### config.mk
export PLATFORM = sky130hd
export DESIGN_NAME = uart_rx_flat
export DESIGN_NICKNAME = d
export VERILOG_FILES = /design/src/rtl/uart_rx_if.sv /design/src/rtl/uart_rx.sv /design/src/flat_wrapper.sv
export SDC_FILE = /design/constraint.sdc
export NUM_CORES = 1
export LEC_CHECK = 0
export ABC_AREA = 1
export BUFFER_PORTS_ARGS = -buffer_cell sky130_fd_sc_hd__buf_2
export CAP_MARGIN = 30
export CORE_UTILIZATION = 57
export CTS_CLUSTER_SIZE = 16
export DETAILED_ROUTE_END_ITERATION = 10
export PLACE_DENSITY = 0.78
export SYNTH_ARGS = -nofsm -noshare
export SYNTH_HDL_FRONTEND = slang
export SYNTH_SLANG_ARGS = --single-unit
### constraint.sdc
create_clock -name clk -period 1.95 [get_ports clk]
set_input_delay 0.4875 -clock clk [delete_from_list [all_inputs] [get_ports clk]]
set_output_delay 0.4875 -clock clk [all_outputs]
set_load 0.02 [all_outputs]
### src/rtl/uart_rx_if.sv
// rtl/uart_rx_if.sv - received-byte handshake bundle between uart_rx and its consumer
interface uart_rx_if #(
  parameter int C_DATA_BITS = 8
);
  logic [C_DATA_BITS-1:0] rx_data;
  logic                   rx_valid;
  logic                   rx_ready;

  modport master (
    output rx_data,
    output rx_valid,
    input  rx_ready
  );

  modport slave (
    input  rx_data,
    input  rx_valid,
    output rx_ready
  );
endinterface

### src/rtl/uart_rx.sv
// rtl/uart_rx.sv - oversampling UART receiver with one-entry holding register
// Optional even-parity bit and parity_err_o port enabled by defining UART_RX_PARITY_EN.
module uart_rx #(
  parameter int C_DATA_BITS  = 8,
  parameter int C_OVERSAMPLE = 16
) (
  input  logic      clk,
  input  logic      rst,
  input  logic      baud_tick_i,
  input  logic      rx_i,
  uart_rx_if.master rx_bus,
  output logic      frame_err_o,
`ifdef UART_RX_PARITY_EN
  output logic      parity_err_o,
`endif
  output logic      overrun_err_o
);

  localparam int TW = $clog2(C_OVERSAMPLE);
  localparam int BW = (C_DATA_BITS > 1) ? $clog2(C_DATA_BITS) : 1;
  localparam logic [TW-1:0] HALF_LAST = TW'(C_OVERSAMPLE / 2 - 1);
  localparam logic [TW-1:0] FULL_LAST = TW'(C_OVERSAMPLE - 1);
  localparam logic [BW-1:0] BIT_LAST  = BW'(C_DATA_BITS - 1);

  typedef enum logic [2:0] {
    S_IDLE,
    S_START,
    S_DATA,
`ifdef UART_RX_PARITY_EN
    S_PARITY,
`endif
    S_STOP
  } state_e;

  state_e                 state_q, state_d;
  logic                   rx_meta_q, rx_sync_q;
  logic [TW-1:0]          tick_cnt_q, tick_cnt_d;
  logic [BW-1:0]          bit_cnt_q, bit_cnt_d;
  logic [C_DATA_BITS-1:0] shift_q, shift_d;
  logic                   armed_q, armed_d;
  logic [C_DATA_BITS-1:0] rx_data_q, rx_data_d;
  logic                   rx_valid_q, rx_valid_d;
  logic                   frame_err_q, frame_err_d;
  logic                   overrun_err_q, overrun_err_d;
  logic                   byte_done;
`ifdef UART_RX_PARITY_EN
  logic                   par_bad_q, par_bad_d;
  logic                   parity_err_q, parity_err_d;
`endif

  // armed_q records that the line was seen high since the last start, so only a fresh falling edge starts a frame
  always_comb begin
    state_d       = state_q;
    tick_cnt_d    = tick_cnt_q;
    bit_cnt_d     = bit_cnt_q;
    shift_d       = shift_q;
    armed_d       = armed_q;
    byte_done     = 1'b0;
    frame_err_d   = 1'b0;
    overrun_err_d = 1'b0;
    rx_data_d     = rx_data_q;
    rx_valid_d    = rx_valid_q;
`ifdef UART_RX_PARITY_EN
    par_bad_d     = par_bad_q;
    parity_err_d  = 1'b0;
`endif
    if (baud_tick_i) begin
      case (state_q)
        S_IDLE: begin
          if (rx_sync_q) begin
            armed_d = 1'b1;
          end else if (armed_q) begin
            armed_d    = 1'b0;
            tick_cnt_d = '0;
            state_d    = S_START;
          end
        end
        S_START: begin
          if (tick_cnt_q == HALF_LAST) begin
            tick_cnt_d = '0;
            bit_cnt_d  = '0;
            state_d    = rx_sync_q ? S_IDLE : S_DATA;
          end else begin
            tick_cnt_d = tick_cnt_q + 1'b1;
          end
        end
        S_DATA: begin
          if (tick_cnt_q == FULL_LAST) begin
            tick_cnt_d = '0;
            shift_d    = {rx_sync_q, shift_q[C_DATA_BITS-1:1]};
            if (bit_cnt_q == BIT_LAST) begin
`ifdef UART_RX_PARITY_EN
              state_d = S_PARITY;
`else
              state_d = S_STOP;
`endif
            end else begin
              bit_cnt_d = bit_cnt_q + 1'b1;
            end
          end else begin
            tick_cnt_d = tick_cnt_q + 1'b1;
          end
        end
`ifdef UART_RX_PARITY_EN
        S_PARITY: begin
          if (tick_cnt_q == FULL_LAST) begin
            tick_cnt_d = '0;
            par_bad_d  = rx_sync_q ^ (^shift_q);
            state_d    = S_STOP;
          end else begin
            tick_cnt_d = tick_cnt_q + 1'b1;
          end
        end
`endif
        S_STOP: begin
          if (tick_cnt_q == FULL_LAST) begin
            tick_cnt_d = '0;
            state_d    = S_IDLE;
            if (!rx_sync_q) begin
              frame_err_d = 1'b1;
              armed_d     = 1'b0;
`ifdef UART_RX_PARITY_EN
            end else if (par_bad_q) begin
              parity_err_d = 1'b1;
`endif
            end else begin
              byte_done = 1'b1;
            end
          end else begin
            tick_cnt_d = tick_cnt_q + 1'b1;
          end
        end
        default: state_d = S_IDLE;
      endcase
    end

    if (byte_done) begin
      if (!rx_valid_q || rx_bus.rx_ready) begin
        rx_data_d  = shift_q;
        rx_valid_d = 1'b1;
      end else begin
        overrun_err_d = 1'b1;
      end
    end else if (rx_valid_q && rx_bus.rx_ready) begin
      rx_valid_d = 1'b0;
    end
  end

  always_ff @(posedge clk or posedge rst) begin
    if (rst) begin
      state_q       <= S_IDLE;
      rx_meta_q     <= 1'b1;
      rx_sync_q     <= 1'b1;
      tick_cnt_q    <= '0;
      bit_cnt_q     <= '0;
      shift_q       <= '0;
      armed_q       <= 1'b0;
      rx_data_q     <= '0;
      rx_valid_q    <= 1'b0;
      frame_err_q   <= 1'b0;
      overrun_err_q <= 1'b0;
`ifdef UART_RX_PARITY_EN
      par_bad_q     <= 1'b0;
      parity_err_q  <= 1'b0;
`endif
    end else begin
      state_q       <= state_d;
      rx_meta_q     <= rx_i;
      rx_sync_q     <= rx_meta_q;
      tick_cnt_q    <= tick_cnt_d;
      bit_cnt_q     <= bit_cnt_d;
      shift_q       <= shift_d;
      armed_q       <= armed_d;
      rx_data_q     <= rx_data_d;
      rx_valid_q    <= rx_valid_d;
      frame_err_q   <= frame_err_d;
      overrun_err_q <= overrun_err_d;
`ifdef UART_RX_PARITY_EN
      par_bad_q     <= par_bad_d;
      parity_err_q  <= parity_err_d;
`endif
    end
  end

  assign rx_bus.rx_data  = rx_data_q;
  assign rx_bus.rx_valid = rx_valid_q;
  assign frame_err_o     = frame_err_q;
  assign overrun_err_o   = overrun_err_q;
`ifdef UART_RX_PARITY_EN
  assign parity_err_o    = parity_err_q;
`endif

endmodule

### src/flat_wrapper.sv
// flat-port wrapper written by rule: the top's interface ports become plain ports
module uart_rx_flat 
#(
  parameter int C_DATA_BITS  = 8,
  parameter int C_OVERSAMPLE = 16
)
  (clk, rst, baud_tick_i, rx_i, frame_err_o, overrun_err_o, rx_bus_rx_data, rx_bus_rx_valid, rx_bus_rx_ready);
  uart_rx_if #(.C_DATA_BITS(C_DATA_BITS)) rx_bus_i ();
  input  logic clk;
  input  logic rst;
  input  logic baud_tick_i;
  input  logic rx_i;
  output logic frame_err_o;
  output logic overrun_err_o;
  output wire logic [$bits(rx_bus_i.rx_data)-1:0] rx_bus_rx_data;
  output wire logic [$bits(rx_bus_i.rx_valid)-1:0] rx_bus_rx_valid;
  input wire logic [$bits(rx_bus_i.rx_ready)-1:0] rx_bus_rx_ready;
  assign rx_bus_rx_data = rx_bus_i.rx_data;
  assign rx_bus_rx_valid = rx_bus_i.rx_valid;
  assign rx_bus_i.rx_ready = rx_bus_rx_ready;
  uart_rx #(.C_DATA_BITS(C_DATA_BITS), .C_OVERSAMPLE(C_OVERSAMPLE)) u_core (.clk(clk), .rst(rst), .baud_tick_i(baud_tick_i), .rx_i(rx_i), .rx_bus(rx_bus_i), .frame_err_o(frame_err_o), .overrun_err_o(overrun_err_o));
endmodule
==> impl_metrics.toml, run 1 <==
[placement]
dpl_cell_area_um2 = 1560
hpwl_um = 1760
dp.cells = 201
gp_congestion = 0.876
port-buffer-count = 15

[global_route]
gr-usage-all-layers_pct = 20.4
antenna_violations_before_repair = 0
grt_max_degree = 32
grt_first_pass_wirelength_um = 3950
grt.overflow.total = 0
first_global_vias = 967

[synthesis]
postSynthRegisterBits = 31
netlist.top_cell.by_area = "sky130_fd_sc_hd__dfrtp_1"
synth_edf_count = 0
synthesis.instances = 158
ys_warn_count = 0
cells_taking_the_most_area_after_synthesis = "sky130_fd_sc_hd__dfrtp_1 49%, sky130_fd_sc_hd__nand2_1 12%, sky130_fd_sc_hd__o21ai_2 9.5%"
synth_ff_type = "sky130_fd_sc_hd__dfrtp_1"
synth.most_common_cell = "sky130_fd_sc_hd__nand2_1"
synth_seq_area_share_pct = 53.0
syn-mean-instance-area_um2 = 9.30
synth.cells.most_frequent = "46 x sky130_fd_sc_hd__nand2_1, 29 x sky130_fd_sc_hd__dfrtp_1, 20 x sky130_fd_sc_hd__inv_1"
synth.cell_area_um2 = 1470
synthDistinctLibCells = 23
synth_nets = 166
synth_top_cell_area_share_pct = 49.4
synth_async_sr_flop_share_pct = 100

[min_path]
hold_path.class = "input pin to async pin"

[detailed_routing]
route.detailed.wl_per_inst_um = 11.4
postRouteAntennaNets = 0
route.detailed.drc = 0
via_count = 1053
drtPass1Iterations = 4
post_drt_via_cell_ratio = 5.04
postRouteWirelength_um = 2390
drt_iter0_drc = 9

[floorplanning]
design.die.area_um2 = 2780
floorplan.die.width_um = 52.8
core-area_um2 = 2450
die_h_um = 52.8
start_util_pct = 59.8
io-pin-count = 16
core.rowCount = 18

[power]
p_int_mw = 0.988
clock_power_share_pct = 22.5
power.density_nw_per_um2 = 954
power.sequential.fraction_pct = 51.9
switching_share_pct = 35.4
power_switching_mw = 0.542
pwr-share-comb_pct = 25.7
power.leakage_nw = 0.810
peakVddDrop_uv = 878

[run]
max_cap_viol_count = 0

[worst_setup_path]
cell_type_group_with_the_largest_total_delay_on_the_critical_path = "simple AND/OR/NAND/NOR gates"
worst_path_max_delay_cell = "sky130_fd_sc_hd__dfrtp_1"
reg2regPathDepth = 6
crit_path_max_incr_delay_ns = 0.40
critical_path.startpoint_type = "register"
cp.required_ns = 2.16
crit_type = "register to register"
crit_path_cell_trace = "ha_1 > nand3_2 > nor2_4 > nand2_2 > nand2_1 > o21ai_2"
cp_num_buf_inv = 0
arrival_time_at_the_worst_endpoint_ns = 1.76
path_max_fanout = 16
setup.worst_path.end_class = "register"
critical_path_cell_count = 6

[finish]
fin_area_um2 = 1610
final_cell_count_no_fill = 209
final_util_pct = 65.4
layout_cells_sized_above_1_pct = 27.9
net_count_of_the_finished_layout = 186
syn_to_final_growth_pct = 9.28
fillerInstances = 191
antenna_diode_count = 0

[sta]
slew-limit-headroom_pct = 74.8
slew_violations = 0
maxClockFrequency_mhz = 645
final.period_utilization_pct = 79.5
final.hold.worst_slack_ns = 0.216
setup_tns_ns = 0
rsz0062_at_grt = "no"
worst_slew_pin_slew_ns = 0.376
finClkSkew_ns = 0.0183
hold_viol = 0
setup_viol = 0
finalWorstPathRequiredPeriod_ns = 1.55

[clock_tree]
ctsLongestPathBuffers = 2
cts_root_buffer = "sky130_fd_sc_hd__clkbuf_4"
cts_hold_buffers = 0
cts_htree_levels = 2
cts-buffers-inserted = 5
cts_tree = "built"
cts_post_setup_buffers_inserted = 0
cts_clock_pin_slew_for_the_worst_setup_and_hold_paths_ns = 0.10
clock_latency_on_the_worst_skew_pair_ns = 0.33
ctsResizeCount = 0
cts.sink_count = 31

[status]
run_status = "complete, no violations"
[power by group through the flow]
stage / clock network (mW) / logic (mW) / registers (mW)
after floorplan: 0 / 0.360 / 0.773
after global placement: 0 / 0.380 / 0.799
after detailed placement: 0 / 0.390 / 0.804
after CTS: 0.356 / 0.397 / 0.792
after global routing: 0.388 / 0.466 / 0.807
final: 0.344 / 0.393 / 0.794
[kinds of logic after synthesis]
family | Yosys count | share of synthesized area (%)
adder cells (fa/ha/maj) | 3 | 2.56
buffers and inverters | 24 | 7.67
AND/OR/NAND/NOR | 74 | 23.3
XOR/XNOR | 1 | 0.596
flip-flops | 31 | 53.0
AO/OA/AOI/OAI | 25 | 12.9
[worst paths after layout]
kind	start	to	slack [ns]
hold / removal	rst	u_core.armed_q	0.22
max in group asynchronous	rst	u_core.rx_meta_q	1.40
min in group clk	rx_i	u_core.rx_meta_q	0.27
setup reg to reg	u_core.tick_cnt_q[0]	u_core.shift_q[4]	0.40
setup / recovery	u_core.tick_cnt_q[0]	u_core.shift_q[4]	0.40
hold reg to reg	u_core.rx_meta_q	u_core.rx_sync_q	0.36
[flip-flops by register name, indices dropped and copies added, names as in the netlist, 2 cells and up]
register and cells:
u_core.state_q 2, u_core.shift_q 8, u_core.rx_bus.rx_data 8, u_core.bit_cnt_q 3
u_core.tick_cnt_q 4
[per-layer routing]
metal	part of all wire (%)	wire, um	vias up	GRT usage, %
met4	0.96	23	0	8.77
li1	-	-	544	-
met5	0	0	-	0
met2	46	1100	16	33.5
met1	49	1160	491	24.1
met3	4.2	101	2	6.96
[cell usage in the layout (no fill, tap or decap), drive strengths merged]
cell type	instances
nor2	10
nor4	1
inv	21
clkbuf	7
buf	16
a21oi	3
nand2	50
dfstp	2
nand4	1
nand3b	2
o21ai	21
xor2	1
nand3	10
a22o	1
dfrtp	29
clkinv	1
ha	3
[through the flow]
| step | setup slack, ns | power (mW) |
|---|---|---|
| floorplan | 0.595 | 1.13 |
| global placement | 0.457 | 1.18 |
| detailed placement | 0.399 | 1.19 |
| CTS | 0.388 | 1.54 |
| global route | 0.246 | 1.66 |
| finish | 0.400 | 1.53 |
[worst reg2reg max path: cells and delay by family, from the launching register on]
family / cells / cell delay, ns
simple gates: 4 / 0.76
flops: 1 / 0.40
fa+ha+maj: 1 / 0.24
compound gates: 1 / 0.06
[final cells by class]
type | count | area [um2] | area share (%)
timing repair buffer | 16 | 82.6 | 5.14
clock buffer | 7 | 45.0 | 2.81
tap | 30 | 37.5 | 2.34
clock inverter | 1 | 5.00 | 0.312
sequential | 31 | 778 | 48.5
inverter | 21 | 78.8 | 4.91
multi-input combinational | 103 | 578 | 36.0
No activity file was read; power rests on OpenSTA's default activity.
==> run 2, diff against run 1 <==
CORE_UTILIZATION = 51   (was 57)
PLACE_DENSITY = 0.74   (was 0.78)
clock period = 1.31 ns   (was 1.95 ns; I/O delays follow)
==> impl_metrics.toml, run 2 (synthesized netlist as in run 1, its figures left out) <==
[worst_setup_path]
setup.worst_path.end_class = "register"
arrival_time_at_the_worst_endpoint_ns = 1.58
crit_path_cell_trace = "ha_4 > nand3_4 > nor2_4 > buf_4 > nand2_8 > nand2_1 > o21ai_2"
cp_num_buf_inv = 1
crit_type = "register to register"
critical_path.startpoint_type = "register"
cell_type_group_with_the_largest_total_delay_on_the_critical_path = "simple AND/OR/NAND/NOR gates"
crit_path_max_incr_delay_ns = 0.40
cp.required_ns = 1.54
worst_path_max_delay_cell = "sky130_fd_sc_hd__dfrtp_1"
path_max_fanout = 16

[floorplanning]
design.die.area_um2 = 3100
start_util_pct = 53.7
core.rowCount = 19
die_h_um = 55.7
floorplan.die.width_um = 55.7
core-area_um2 = 2730
io-pin-count = 16

[clock_tree]
cts-buffers-inserted = 5
cts_tree = "built"
clock_latency_on_the_worst_skew_pair_ns = 0.33
cts_clock_pin_slew_for_the_worst_setup_and_hold_paths_ns = 0.10
cts_htree_levels = 2
ctsLongestPathBuffers = 2
cts_hold_buffers = 0
cts.sink_count = 31
cts_root_buffer = "sky130_fd_sc_hd__clkbuf_4"

[placement]
gp_congestion = 0.909
port-buffer-count = 15
hpwl_um = 1910
dpl_cell_area_um2 = 1690

[sta]
final.period_utilization_pct = 104
rsz0062_at_grt = "yes"
worst_slew_pin_slew_ns = 0.266
slew-limit-headroom_pct = 82.3
hold_viol = 0
setup_viol = 19
maxClockFrequency_mhz = 737
fin_ws_ns = -0.0472
finalWorstPathRequiredPeriod_ns = 1.36
slew_violations = 0
finClkSkew_ns = 0.0104

[detailed_routing]
drt_iter0_drc = 26
postRouteAntennaNets = 0
postRouteWirelength_um = 2950
via_count = 1176
route.detailed.wl_per_inst_um = 12.9
drtPass1Iterations = 4
route.detailed.drc = 0
post_drt_via_cell_ratio = 5.16

[global_route]
first_global_vias = 1134
grt_first_pass_wirelength_um = 4910
grt_max_degree = 32
grt.overflow.total = 0
antenna_violations_before_repair = 0
gr-usage-all-layers_pct = 20.5

[finish]
fin_area_um2 = 1930
layout_cells_sized_above_1_pct = 46.2
layout.cells.most_common = "sky130_fd_sc_hd__nand2_1"
syn_to_final_growth_pct = 31.4
fillerInstances = 197
antenna_diode_count = 0
layout_common_cells = "35 x sky130_fd_sc_hd__nand2_1, 28 x sky130_fd_sc_hd__dfrtp_1, 19 x sky130_fd_sc_hd__inv_1"
net_count_of_the_finished_layout = 204

[power]
power.leakage_nw = 0.914
power.density_nw_per_um2 = 1480
peakVddDrop_uv = 1280
fin_total_pwr_mw = 2.86

[run]
max_cap_viol_count = 0

[status]
failed_checks = "setup timing"
run_status = "finished, violations left"

[min_path]
hold_path.class = "input pin to async pin"
==> run 2: path summary, 6_finish.rpt <==
path | start | end | slack, ns | cells past startpoint
max in group asynchronous | rst | u_core.rx_meta_q | 1.05 | 3
setup / recovery | u_core.tick_cnt_q[0] | u_core.shift_q[6] | -0.05 | 7
min in group clk | rx_i | u_core.rx_meta_q | 0.09 | 1
hold / removal | rst | u_core.rx_bus.rx_data[4] | 0.02 | 3
hold reg to reg | u_core.rx_meta_q | u_core.rx_sync_q | 0.36 | 0
setup reg to reg | u_core.tick_cnt_q[0] | u_core.shift_q[6] | -0.05 | 7
==> run 2: metrics by stage <==
stage | utilization [%] | setup WS [ns] | TNS [ns] | cells | hold WS, ns
3_5_place_dp | 61.8 | -0.127 | -1.44 | 215 | 0.348
3_3_place_gp | 61.8 | -0.0426 | -0.341 | 215 | 0.347
4_1_cts | 67.0 | -0.0542 | -0.414 | 226 | 0.0295
6_report | 70.6 | -0.0472 | -0.584 | 228 | 0.0182
5_1_grt | 70.6 | -0.128 | -2.06 | 228 | 0.0220
2_1_floorplan | - | -0.00188 | -0.00188 | 158 | 0.332
==> run 2: power breakdown <==
group	switching [mW]	internal, mW	total [mW]
clock network	0.333	0.314	0.647
registers	0.126	1.06	1.19
logic	0.586	0.442	1.03
total	1.05	1.82	2.86
==> run 2: area by class of cell <==
| type | instances | area, um2 | share of cell area (%) |
|---|---|---|---|
| Tap cell | 31 | 38.8 | 2.01 |
| Sequential cell | 31 | 779 | 40.4 |
| Clock inverter | 1 | 7.51 | 0.389 |
| Timing Repair Buffer | 33 | 226 | 11.7 |
| Multi-Input combinational cell | 104 | 732 | 37.9 |
| Clock buffer | 7 | 65.1 | 3.37 |
| Inverter | 21 | 81.3 | 4.21 |
==> run 2: repair_timing <==
item | 4_1_cts | 5_1_grt
cloned | 1 | 0
hold endpoints to repair | 0 | 0
pin swaps | 8 | 9
setup endpoints to repair | 23 | 23
gates resized for setup | 11 | 22
setup buffers | 2 | 2
==> run 2: metal layers <==
metal,part of all wire [%],GRT usage [%]
met1,44,25.9
met5,0,0
met3,3.5,5.35
met4,1.2,11.1
met2,52,32.4
==> run 2: worst min-delay path, stage by stage <==
cell and delay, ns:
sky130_fd_sc_hd__buf_2 0.09, sky130_fd_sc_hd__inv_1 0.09, sky130_fd_sc_hd__buf_12 0.21
==> run 3, diff against run 2 <==
ABC_AREA = not set   (was 1)
==> impl_metrics.toml, run 3 <==
[global_route]
antenna_violations_before_repair = 0
grt_first_pass_wirelength_um = 4950
grt.overflow.total = 0
first_global_vias = 1035
grt_max_degree = 32
gr-usage-all-layers_pct = 25.0

[worst_setup_path]
r2r_setup_slack_ns = -0.31
setup.worst_path.end_class = "register"
reg2reg_to = "u_core.rx_bus.rx_data[7]"
crit_type = "register to register"
r2r-start = "u_core.tick_cnt_q[1]"
reg2regPathDepth = 6
arrival_time_at_the_worst_endpoint_ns = 1.83
path_max_fanout = 8
cp.required_ns = 1.52
critical_path.startpoint_type = "register"

[clock_tree]
cts_tree = "built"
cts_clock_pin_slew_for_the_worst_setup_and_hold_paths_ns = 0.10
cts_root_buffer = "sky130_fd_sc_hd__clkbuf_4"
clock_latency_on_the_worst_skew_pair_ns = 0.33
cts-buffers-inserted = 5
cts_htree_levels = 2
ctsLongestPathBuffers = 2
cts.sink_count = 31

[synthesis]
postSynthRegisterBits = 31
synthDistinctLibCells = 35
synth_edf_count = 0
synth_top_cell_area_share_pct = 52.1
synth.cells.most_frequent = "29 x sky130_fd_sc_hd__dfrtp_1, 17 x sky130_fd_sc_hd__mux2_2, 7 x sky130_fd_sc_hd__nand2_1, 7 x sky130_fd_sc_hd__nor2_1, 5 x sky130_fd_sc_hd__a21oi_1"
synth.most_common_cell = "sky130_fd_sc_hd__dfrtp_1"
cells_taking_the_most_area_after_synthesis = "sky130_fd_sc_hd__dfrtp_1 52%, sky130_fd_sc_hd__mux2_2 14%, sky130_fd_sc_hd__dfstp_2 3.8%"
synth_ff_type = "sky130_fd_sc_hd__dfrtp_1"
synth.cell_area_um2 = 1390
ys_warn_count = 0
synthesis.instances = 106
synth_seq_area_share_pct = 55.8
netlist.top_cell.by_area = "sky130_fd_sc_hd__dfrtp_1"
synth_async_sr_flop_share_pct = 100
syn-mean-instance-area_um2 = 13.1
synth_nets = 114

[sta]
final.period_utilization_pct = 124
finClkSkew_ns = 0.0148
setup_tns_ns = -5.71
slew_violations = 0
setup_viol = 26
slew-limit-headroom_pct = 82.5
worst_slew_pin_slew_ns = 0.261
final.hold.worst_slack_ns = 0.0148
hold_viol = 0
finalWorstPathRequiredPeriod_ns = 1.62
maxClockFrequency_mhz = 617
rsz0062_at_grt = "yes"
fin_ws_ns = -0.310

[power]
power.leakage_nw = 0.975
power.density_nw_per_um2 = 1500
peakVddDrop_uv = 1300

[detailed_routing]
drt_iter0_drc = 16
route.detailed.wl_per_inst_um = 17.6
postRouteWirelength_um = 3270
via_count = 1047
route.detailed.drc = 0
drtPass1Iterations = 4
post_drt_via_cell_ratio = 5.63
postRouteAntennaNets = 0

[finish]
net_count_of_the_finished_layout = 163
final_util_pct = 78.3
final_cell_count_no_fill = 186
fillerInstances = 144
layout.cells.most_common = "sky130_fd_sc_hd__dfrtp_1"
layout_cells_sized_above_1_pct = 62.2
syn_to_final_growth_pct = 41.7
multiInputGateArea_um2 = 713
seqCellArea_um2 = 778
antenna_diode_count = 0
layout_common_cells = "29 x sky130_fd_sc_hd__dfrtp_1, 24 x sky130_fd_sc_hd__buf_4, 15 x sky130_fd_sc_hd__buf_2"

[placement]
hpwl_um = 1920
gp_congestion = 0.788
detailedPlace.worstSlack_ns = -0.315
port-buffer-count = 15
dp.cells = 167

[floorplanning]
design.die.area_um2 = 2950
start_util_pct = 55.3
floorplan.die.width_um = 54.3
die_h_um = 54.3
core.rowCount = 18
core-area_um2 = 2520
io-pin-count = 16

[run]
max_cap_viol_count = 0

[status]
run_status = "finished, violations left"
failed_checks = "setup timing"

[min_path]
hold_path.class = "input pin to async pin"
-- run 3: cell count changes after synthesis, sizes merged, moves of 8 or more --
cell,before,now
inv,21,1
mux2,0,17
nand2,50,7
o21ai,21,2
nand3,10,2
-- run 3: layout make-up --
cell class                      instances  share of cell area (%)
Multi-Input combinational cell         68                    36.1
Clock buffer                            7                    2.79
Timing Repair Buffer                   48                    19.4
Clock inverter                          1                   0.253
Sequential cell                        31                    39.4
Tap cell                               30                    1.90
Inverter                                1                   0.190
-- run 3: logic make-up after synthesis --
logic type / count (synthesis) / synth area share, %
XOR/XNOR: 1 / 0.628
flip-flops: 31 / 55.8
AND/OR/NAND/NOR: 34 / 16.9
AO/OA/AOI/OAI: 13 / 6.10
multiplexers: 17 / 13.7
adder cells (fa/ha/maj): 3 / 2.69
buffers and inverters: 7 / 4.13
-- run 3: how the worst max path moves through the flow --
stage | startpoint | to | slack, ns | depth (start not counted)
2_1_floorplan | u_core.tick_cnt_q[0] | u_core.rx_bus.rx_data[0] | -0.25 | 6
3_3_place_gp | u_core.tick_cnt_q[0] | u_core.rx_bus.rx_data[5] | -0.27 | 6
3_5_place_dp | u_core.tick_cnt_q[0] | u_core.rx_bus.rx_data[1] | -0.31 | 6
4_1_cts | u_core.tick_cnt_q[1] | u_core.rx_bus.rx_data[7] | -0.26 | 6
5_1_grt | u_core.tick_cnt_q[1] | u_core.rx_bus.rx_data[7] | -0.36 | 6
6_report | u_core.tick_cnt_q[1] | u_core.rx_bus.rx_data[7] | -0.31 | 6
-- run 3: metal layers --
metal	global-route usage [%]	vias up	routed length, um
met2	38.8	37	1590
met3	6.67	14	128
met1	31.3	522	1450
met5	0	-	0
li1	-	474	-
met4	14.5	0	99
-- run 3: stage by stage --
stage          area [um2]  power [mW]
2_1_floorplan        1450        1.62
4_1_cts              1910        2.69
6_report             1980        2.96
5_1_grt              1980        3.07
3_3_place_gp         1710        1.84
3_5_place_dp         1710        1.88
-- run 3: where the power goes --
part	leakage, nW	internal (mW)	switching, mW
clock	0.0353	0.260	0.321
sequential	0.411	1.06	0.120
combinational	0.529	0.614	0.581
total	0.975	1.94	1.02
-- run 3: worst max-delay path: stages (launching register included) --
cell,delay [ns]
sky130_fd_sc_hd__dfrtp_1,0.43
sky130_fd_sc_hd__ha_4,0.18
sky130_fd_sc_hd__and4_4,0.23
sky130_fd_sc_hd__nand4_4,0.09
sky130_fd_sc_hd__nor2b_4,0.14
sky130_fd_sc_hd__buf_12,0.14
sky130_fd_sc_hd__mux2_4,0.30
-- run 3: repair_timing --
item	4_1_cts	5_1_grt
buffers inserted	8	3
hold buffers	0	0
endpoints found under the setup margin	26	27
pin swaps	8	4
resized for setup	19	9
